**config.mk**
```make
export PLATFORM = sky130hd
export DESIGN_NAME = serial_demux_rx_flat
export DESIGN_NICKNAME = d
export VERILOG_FILES = /design/src/rtl/serial_demux_rx_if.sv /design/src/rtl/serial_demux_rx.sv /design/src/flat_wrapper.sv
export SDC_FILE = /design/constraint.sdc
export NUM_CORES = 1
export LEC_CHECK = 0
export ABC_AREA = 1
export ABC_CLOCK_PERIOD_IN_PS = 1600
export CAP_MARGIN = 30
export CORE_ASPECT_RATIO = 1.1
export CORE_MARGIN = 10
export CORE_UTILIZATION = 50
export CTS_CLUSTER_DIAMETER = 150
export CTS_CLUSTER_SIZE = 30
export DETAILED_ROUTE_END_ITERATION = 10
export GPL_ROUTABILITY_DRIVEN = 0
export PLACE_DENSITY = 0.82
export SETUP_SLACK_MARGIN = 0.1
export SYNTH_ARGS = -nofsm -noshare
export SYNTH_HDL_FRONTEND = slang
export SYNTH_SLANG_ARGS = --single-unit
```
**constraint.sdc**
```tcl
create_clock -name clk -period 1.6 [get_ports clk]
set_clock_uncertainty 0.1 [all_clocks]
set_input_delay 0.24 -clock clk [delete_from_list [all_inputs] [get_ports clk]]
set_output_delay 0.24 -clock clk [all_outputs]
set_load 0.1 [all_outputs]
```
**src/rtl/serial_demux_rx_if.sv**
```systemverilog
// Purpose : bundles the serial link input and the parallel word output of serial_demux_rx.
// Ports   : sin/sin_valid/frame_start carry the serial bit stream, out_ready is the consumer accept.
//           pout/pout_valid/frame_err/busy form the received-word side.
//           master = link driver / consumer side; slave = the receiver itself.
interface serial_demux_rx_if #(
   parameter int WIDTH = 8
);
   logic             sin;
   logic             sin_valid;
   logic             frame_start;
   logic             out_ready;
   logic [WIDTH-1:0] pout;
   logic             pout_valid;
   logic             frame_err;
   logic             busy;

   modport master (
      output sin, sin_valid, frame_start, out_ready,
      input  pout, pout_valid, frame_err, busy
   );

   modport slave (
      input  sin, sin_valid, frame_start, out_ready,
      output pout, pout_valid, frame_err, busy
   );
endinterface

```
**src/rtl/serial_demux_rx.sv**
```systemverilog
// Purpose : serial-to-parallel receiver, WIDTH framed bits LSB first into a parallel word.
// Latency : pout_valid registered on the edge accepting the last data bit (parity bit when PARITY_RX_EN).
// Backpr. : word held in HOLD until out_ready; bits arriving meanwhile are dropped with a frame_err pulse.
// Ports   : clk, rst_n (async active-low); bus (slave modport of serial_demux_rx_if) carries
//           sin/sin_valid/frame_start/out_ready in and pout/pout_valid/frame_err/busy out.
// Option  : define PARITY_RX_EN to add an even-parity bit after the data bits (PAR state).
module serial_demux_rx #(
   parameter int WIDTH = 8
) (
   input  logic            clk,
   input  logic            rst_n,
   serial_demux_rx_if.slave bus
);

   localparam int CNT_W = $clog2(WIDTH);
   localparam logic [CNT_W-1:0] CNT_LAST = CNT_W'(WIDTH - 1);
   localparam logic [CNT_W-1:0] CNT_ONE  = CNT_W'(1);

`ifdef PARITY_RX_EN
   typedef enum logic [1:0] {
      IDLE  = 2'd0,
      SHIFT = 2'd1,
      PAR   = 2'd2,
      HOLD  = 2'd3
   } state_t;
`else
   typedef enum logic [1:0] {
      IDLE  = 2'd0,
      SHIFT = 2'd1,
      HOLD  = 2'd3
   } state_t;
`endif

   state_t           r_state;
   state_t           w_state_nxt;
   logic [CNT_W-1:0] r_cnt;
   logic [CNT_W-1:0] w_cnt_nxt;
   logic [WIDTH-1:0] r_pout;
   logic [WIDTH-1:0] w_pout_nxt;
   logic             r_frame_err;
   logic             w_err_nxt;
   logic             r_pout_valid;
   logic             r_busy;
   logic             w_acc;
   logic             w_fs;

   assign w_acc = bus.sin_valid;
   assign w_fs  = bus.sin_valid & bus.frame_start;

   always_comb begin
      w_state_nxt = r_state;
      w_cnt_nxt   = r_cnt;
      w_pout_nxt  = r_pout;
      w_err_nxt   = 1'b0;
      case (r_state)
         IDLE: begin
            // bits outside a frame are silently discarded
            if (w_fs) begin
               w_pout_nxt[0] = bus.sin;
               w_cnt_nxt     = CNT_ONE;
               w_state_nxt   = SHIFT;
            end
         end
         SHIFT: begin
            if (w_fs) begin
               // resync: abandon the partial word and restart on this bit
               w_err_nxt     = 1'b1;
               w_pout_nxt[0] = bus.sin;
               w_cnt_nxt     = CNT_ONE;
            end else if (w_acc) begin
               w_pout_nxt[r_cnt] = bus.sin;
               if (r_cnt == CNT_LAST) begin
                  w_cnt_nxt = '0;
`ifdef PARITY_RX_EN
                  w_state_nxt = PAR;
`else
                  w_state_nxt = HOLD;
`endif
               end else begin
                  w_cnt_nxt = r_cnt + CNT_ONE;
               end
            end
         end
`ifdef PARITY_RX_EN
         PAR: begin
            if (w_fs) begin
               w_err_nxt     = 1'b1;
               w_pout_nxt[0] = bus.sin;
               w_cnt_nxt     = CNT_ONE;
               w_state_nxt   = SHIFT;
            end else if (w_acc) begin
               // even parity over data plus parity bit
               if ((^r_pout ^ bus.sin) == 1'b0) begin
                  w_state_nxt = HOLD;
               end else begin
                  w_err_nxt   = 1'b1;
                  w_state_nxt = IDLE;
               end
            end
         end
`endif
         HOLD: begin
            if (bus.out_ready) begin
               if (w_fs) begin
                  // zero-bubble: next frame starts on the transfer cycle
                  w_pout_nxt[0] = bus.sin;
                  w_cnt_nxt     = CNT_ONE;
                  w_state_nxt   = SHIFT;
               end else begin
                  w_state_nxt = IDLE;
                  w_err_nxt   = w_acc;
               end
            end else begin
               // overrun: keep the held word, drop the incoming bit
               w_err_nxt = w_acc;
            end
         end
         default: begin
            w_state_nxt = IDLE;
            w_cnt_nxt   = '0;
         end
      endcase
   end

   always_ff @(posedge clk or negedge rst_n) begin
      if (!rst_n) begin
         r_state      <= IDLE;
         r_cnt        <= '0;
         r_pout       <= '0;
         r_frame_err  <= 1'b0;
         r_pout_valid <= 1'b0;
         r_busy       <= 1'b0;
      end else begin
         r_state      <= w_state_nxt;
         r_cnt        <= w_cnt_nxt;
         r_pout       <= w_pout_nxt;
         r_frame_err  <= w_err_nxt;
         // flags follow the next state so they line up with it
         r_pout_valid <= (w_state_nxt == HOLD);
         r_busy       <= (w_state_nxt != IDLE);
      end
   end

   assign bus.pout       = r_pout;
   assign bus.pout_valid = r_pout_valid;
   assign bus.frame_err  = r_frame_err;
   assign bus.busy       = r_busy;

endmodule

```
**src/flat_wrapper.sv**
```systemverilog
// flat-port wrapper written by rule: the top's interface ports become plain ports
module serial_demux_rx_flat 
#(
   parameter int WIDTH = 8
)
  (clk, rst_n, bus_sin, bus_sin_valid, bus_frame_start, bus_out_ready, bus_pout, bus_pout_valid, bus_frame_err, bus_busy);
  serial_demux_rx_if #(.WIDTH(WIDTH)) bus_i ();
  input  logic clk;
  input  logic rst_n;
  input wire logic [$bits(bus_i.sin)-1:0] bus_sin;
  input wire logic [$bits(bus_i.sin_valid)-1:0] bus_sin_valid;
  input wire logic [$bits(bus_i.frame_start)-1:0] bus_frame_start;
  input wire logic [$bits(bus_i.out_ready)-1:0] bus_out_ready;
  output wire logic [$bits(bus_i.pout)-1:0] bus_pout;
  output wire logic [$bits(bus_i.pout_valid)-1:0] bus_pout_valid;
  output wire logic [$bits(bus_i.frame_err)-1:0] bus_frame_err;
  output wire logic [$bits(bus_i.busy)-1:0] bus_busy;
  assign bus_i.sin = bus_sin;
  assign bus_i.sin_valid = bus_sin_valid;
  assign bus_i.frame_start = bus_frame_start;
  assign bus_i.out_ready = bus_out_ready;
  assign bus_pout = bus_i.pout;
  assign bus_pout_valid = bus_i.pout_valid;
  assign bus_frame_err = bus_i.frame_err;
  assign bus_busy = bus_i.busy;
  serial_demux_rx #(.WIDTH(WIDTH)) u_core (.clk(clk), .rst_n(rst_n), .bus(bus_i));
endmodule
```
Yosys cells after proc, flatten, opt, wreduce, memory -nomap -nowiden. Cells that the tools add are included.

Add/sub/neg operators: 1. $lt $le $gt $ge: 2. Equal/unequal tests: 6. Multiplexer cells: 25. Bitwise gates (word level): 2. Reduce and logical (&&, ||, !) cells: 7.

Operator list (count): 3-bit two-way mux (5); 2-bit two-way mux (5); 1-bit two-way mux (9); 3-bit case mux with 3 select lines (1); 8-bit bitwise mux (1); 2-bit case mux with 3 select lines (1); 3-bit AND reduction (2); 2-bit == test (second input constant) (2); 3-bit by 4-bit < comparator with 1-bit output (second input constant) (1); 3-bit by 1-bit adder with 3-bit output (second input constant) (1); 1-bit demux with 3-bit select (1); 3-bit == test (second input constant) (1); 3-bit by 1-bit greater-or-equal comparator with 1-bit output (second input constant) (1); 3-bit by 2-bit != test with 1-bit output (second input constant) (1); 1-bit case mux with 3 select lines (1); 3-bit nonzero test (1); 2-bit by 1-bit == test with 1-bit output (second input constant) (1); 2-bit logical NOT (1); 2-bit != test (second input constant) (1); 1-bit case mux with 2 select lines (1); 2-bit AND reduction (1); 2-bit nonzero test (1); 1-bit AND (1); 1-bit logical AND (1); 1-bit NOT (1).

Register bits after elaboration: 16. Input port bits: 6. Output and inout port bits: 11. Logic and storage cells: 50.

Depth between registers and ports, before layout.
Depth after elaboration: 8. Depth in mapped cells: 11. Gate-level depth less buffers: 10.

Worst setup path before layout. OpenSTA, ideal clock, no wires.

Kind: register -> register. Start: reg u_core.r_state[1]. End: reg u_core.r_pout[1], in the netlist u_core.bus.pout[1]. Setup time: 0.126 ns. Arrival: 1.221 ns. Required time: 1.374 ns. Path slack: 0.153 ns. Cell stages (with the launch flop): 9. Buffers on the path: 1. Period minus slack after synthesis: 1.447 ns. Path through: dfrtp_1 inv_1 ha_1 buf_4 nand3_1 nor2_2 nand3_1 nand2_1 o21ai_1.

Cells in the longest elaborated chain, start to end: 2.

RTL lines: from (decl) (line serial_demux_rx.sv:34) `state_t r_state;`; from (signal assigned) (line serial_demux_rx.sv:134) `r_state <= w_state_nxt;`; 2-bit by 1-bit == test with 1-bit output (line serial_demux_rx.sv:55) `case (r_state)`; 3-bit AND reduction (no source line); to (signal assigned) (line serial_demux_rx.sv:136) `r_pout <= w_pout_nxt;`; to (decl) (line serial_demux_rx.sv:38) `logic [WIDTH-1:0] r_pout;`.

No other way between the ends. A chain may end at the register's enable or synchronous reset.

Worst setup path in the final report.
Start: reg u_core.r_state[0]. End: reg u_core.r_cnt[2].

Cells in the longest elaborated chain, start to end: 3. Elaborated cells on any way between the ends: 7. Those cells by class: eq/ne: 4; mux: 1; reduce/logical: 2.

RTL lines: 2-bit by 1-bit == test with 1-bit output or 2-bit == test (tied branches) (line serial_demux_rx.sv:55); 3-bit by 2-bit != test with 1-bit output (no source line) or 2-bit != test (tied branches); 2-bit AND reduction (no source line); to (signal assigned) (line serial_demux_rx.sv:135) `r_cnt <= w_cnt_nxt;`; to (decl) (line serial_demux_rx.sv:36) `logic [CNT_W-1:0] r_cnt;`.

Several ways; a longest one is shown, not always the timed one.

==> reports/summary.txt <==
fin. max-slew vios: 0
CP arrival: 1.52 ns
initial DRC count: 28
clock slew at reported path FFs: 0.09 ns
worst-skew pair later-pin latency: 0.28 ns
Non-Filler Instances: 160
Starting Density: 54.6%
vias post-DR: 823
Slew @ Worst Pin: 0.253 ns
DRT Pass-1 Iters: 4
layout cell share with drive strength beyond 1: 23.1%
Detailed Place HPWL: 1560 um
vias in the first global route: 790
Min-Delay Path Class: in -> async
overall routed net length: 2030 um
finished layout cell area: 1300 um2
Synth area leaders: dfrtp_1, nand2_1, ha_1
status: complete, no violations
num rows: 15
synth warn: 0
Area after DPL: 1190 um2
H-tree depth: 1
placed cells: 150
Die Height: 64.3 um
register area share after synthesis: 44.9%
Layout Nets: 157
Setup crit end kind: flip-flop
Slew HR: 83.1%
global route overflow: 0
root buffer cell: clkbuf_4
die width: 60.2 um
clk buf depth: 2
Synth Register Bits: 16
Syn Area/Cell: 7.68 um2
GRT Util Overall: 10.4%
Final period util: 90.9%
post-synth cell types: 13
min cycle time layout: 1.45 ns
core outline area: 1630 um2
CTS Buf Count: 3
maximum clock frequency: 0.687 GHz
crit path kind: reg -> reg
Mapped Nets: 129
filler instances: 96
Synth Cell Area: 891 um2
antenna-violating nets left: 0
buffers added on ports: 16
antenna diode count: 0
Final setup viols: 0
DRC violations left: 0
Critical Path Source Type: flip-flop
Area growth, synth to finish: 46.1%
die area: 3870 um2
largest net degree at the start of global routing: 17
Max Cap Viol: 0
top cell type's share of synthesized area: 44.9%
io pins: 17
Sink Count: 16
initial antenna violation count: 0
Synth area leader: dfrtp_1
most frequent cells in the layout: nand2_1, inv_1, dfrtp_1, nand3_1, buf_12
unrepaired setup endpoints after global routing: yes
CP Max Fanout: 5
Fin. Hold Viols: 0
commonest non-fill, non-tap cell in the layout: nand2_1
wire per inst: 12.7 um
CP required: 1.66 ns
first-pass GRT wire length: 3330 um
Via density: 5.14
Post-Syn Instances: 116
CTS tree: yes
==> cells by family (layout without fill, tap and decap cells) <==
logic type | after synthesis | in the layout | share of synthesized area [%]
and+or+nand+nor | 59 | 59 | 28.5
buffers and inverters | 22 | 49 | 9.69
DFF | 16 | 16 | 44.9
AOI/OAI and AO/OA | 12 | 12 | 7.02
adders and majority gates | 7 | 7 | 9.83
==> critical path, cell delays in order (launching register included) <==
cell and delay, ns:
dfrtp_1 0.39, inv_2 0.08, ha_1 0.33, inv_1 0.06, nand2_1 0.05, nand3_1 0.10, inv_1 0.09, nand3_1 0.07
o21ai_0 0.08
==> state kept, by name (all words and copies together) (netlist names) <==
register               count
u_core.bus.pout            8
u_core.r_cnt               3
u_core.r_state             2
u_core.bus.busy            1
u_core.bus.frame_err       1
u_core.bus.pout_valid      1
==> synthesized netlist by cell type <==
library cell	count
buf_4	1
ha_1	7
inv_1	21
o211ai_1	1
dfrtp_1	16
nand2_2	1
nor2_2	2
nand2_1	32
nor2_1	6
o21ai_0	4
o21ai_1	7
nand3_1	16
nand4_1	2
==> routing by layer <==
metal / vias to the layer above / GRT usage, % / wire length (um)
met5: - / 0 / 0
met2: 25 / 17.0 / 1050
li1: 420 / - / -
met4: 0 / 3.37 / 13
met1: 376 / 12.2 / 812
met3: 2 / 3.36 / 156
==> metrics by stage <==
step	setup WS (ns)	hold slack [ns]	utilization, %	TNS, ns
2_1_floorplan	0.153	-0.156	-	0
3_3_place_gp	0.0160	0.433	72.9	0
3_5_place_dp	-0.0133	0.439	72.9	-0.0212
4_1_cts	0.102	0.179	75.2	0
5_1_grt	0.0615	0.185	79.7	0
6_report	0.145	0.172	79.7	0
==> cell type report <==
type	instances	area [um2]	share of cell area (%)
inverters	21	78.8	6.06
repair buffers	24	330	25.4
well taps	17	21.3	1.63
multi-input cells	78	434	33.4
flip-flops and latches	16	400	30.8
clock buffers	4	36.3	2.79
==> worst paths after layout <==
| kind | from | end | slack, ns | cells after the start |
|---|---|---|---|---|
| max in group asynchronous | rst_n | u_core.r_state[0] | 1.05 | 2 |
| min in group clk | u_core.bus.pout[6] | u_core.bus.pout[6] | 0.46 | 2 |
| min | rst_n | u_core.r_cnt[0] | 0.17 | 2 |
| max reg2reg | u_core.r_state[0] | u_core.r_cnt[2] | 0.15 | 8 |
| max | u_core.r_state[0] | u_core.r_cnt[2] | 0.15 | 8 |
| min reg2reg | u_core.bus.pout[6] | u_core.bus.pout[6] | 0.46 | 2 |
==> what timing repair did <==
| action | CTS | global route |
|---|---|---|
| setup buffers | 0 | 6 |
| endpoints found under the hold margin | 0 | 0 |
| hold buffers | 0 | 0 |
| pin swaps | 0 | 3 |
| setup endpoints to repair | 5 | 14 |
| resized for setup | 1 | 8 |
Power is not shown: default switching activity piles up to over one toggle a cycle in this logic, so the estimate is an artifact.
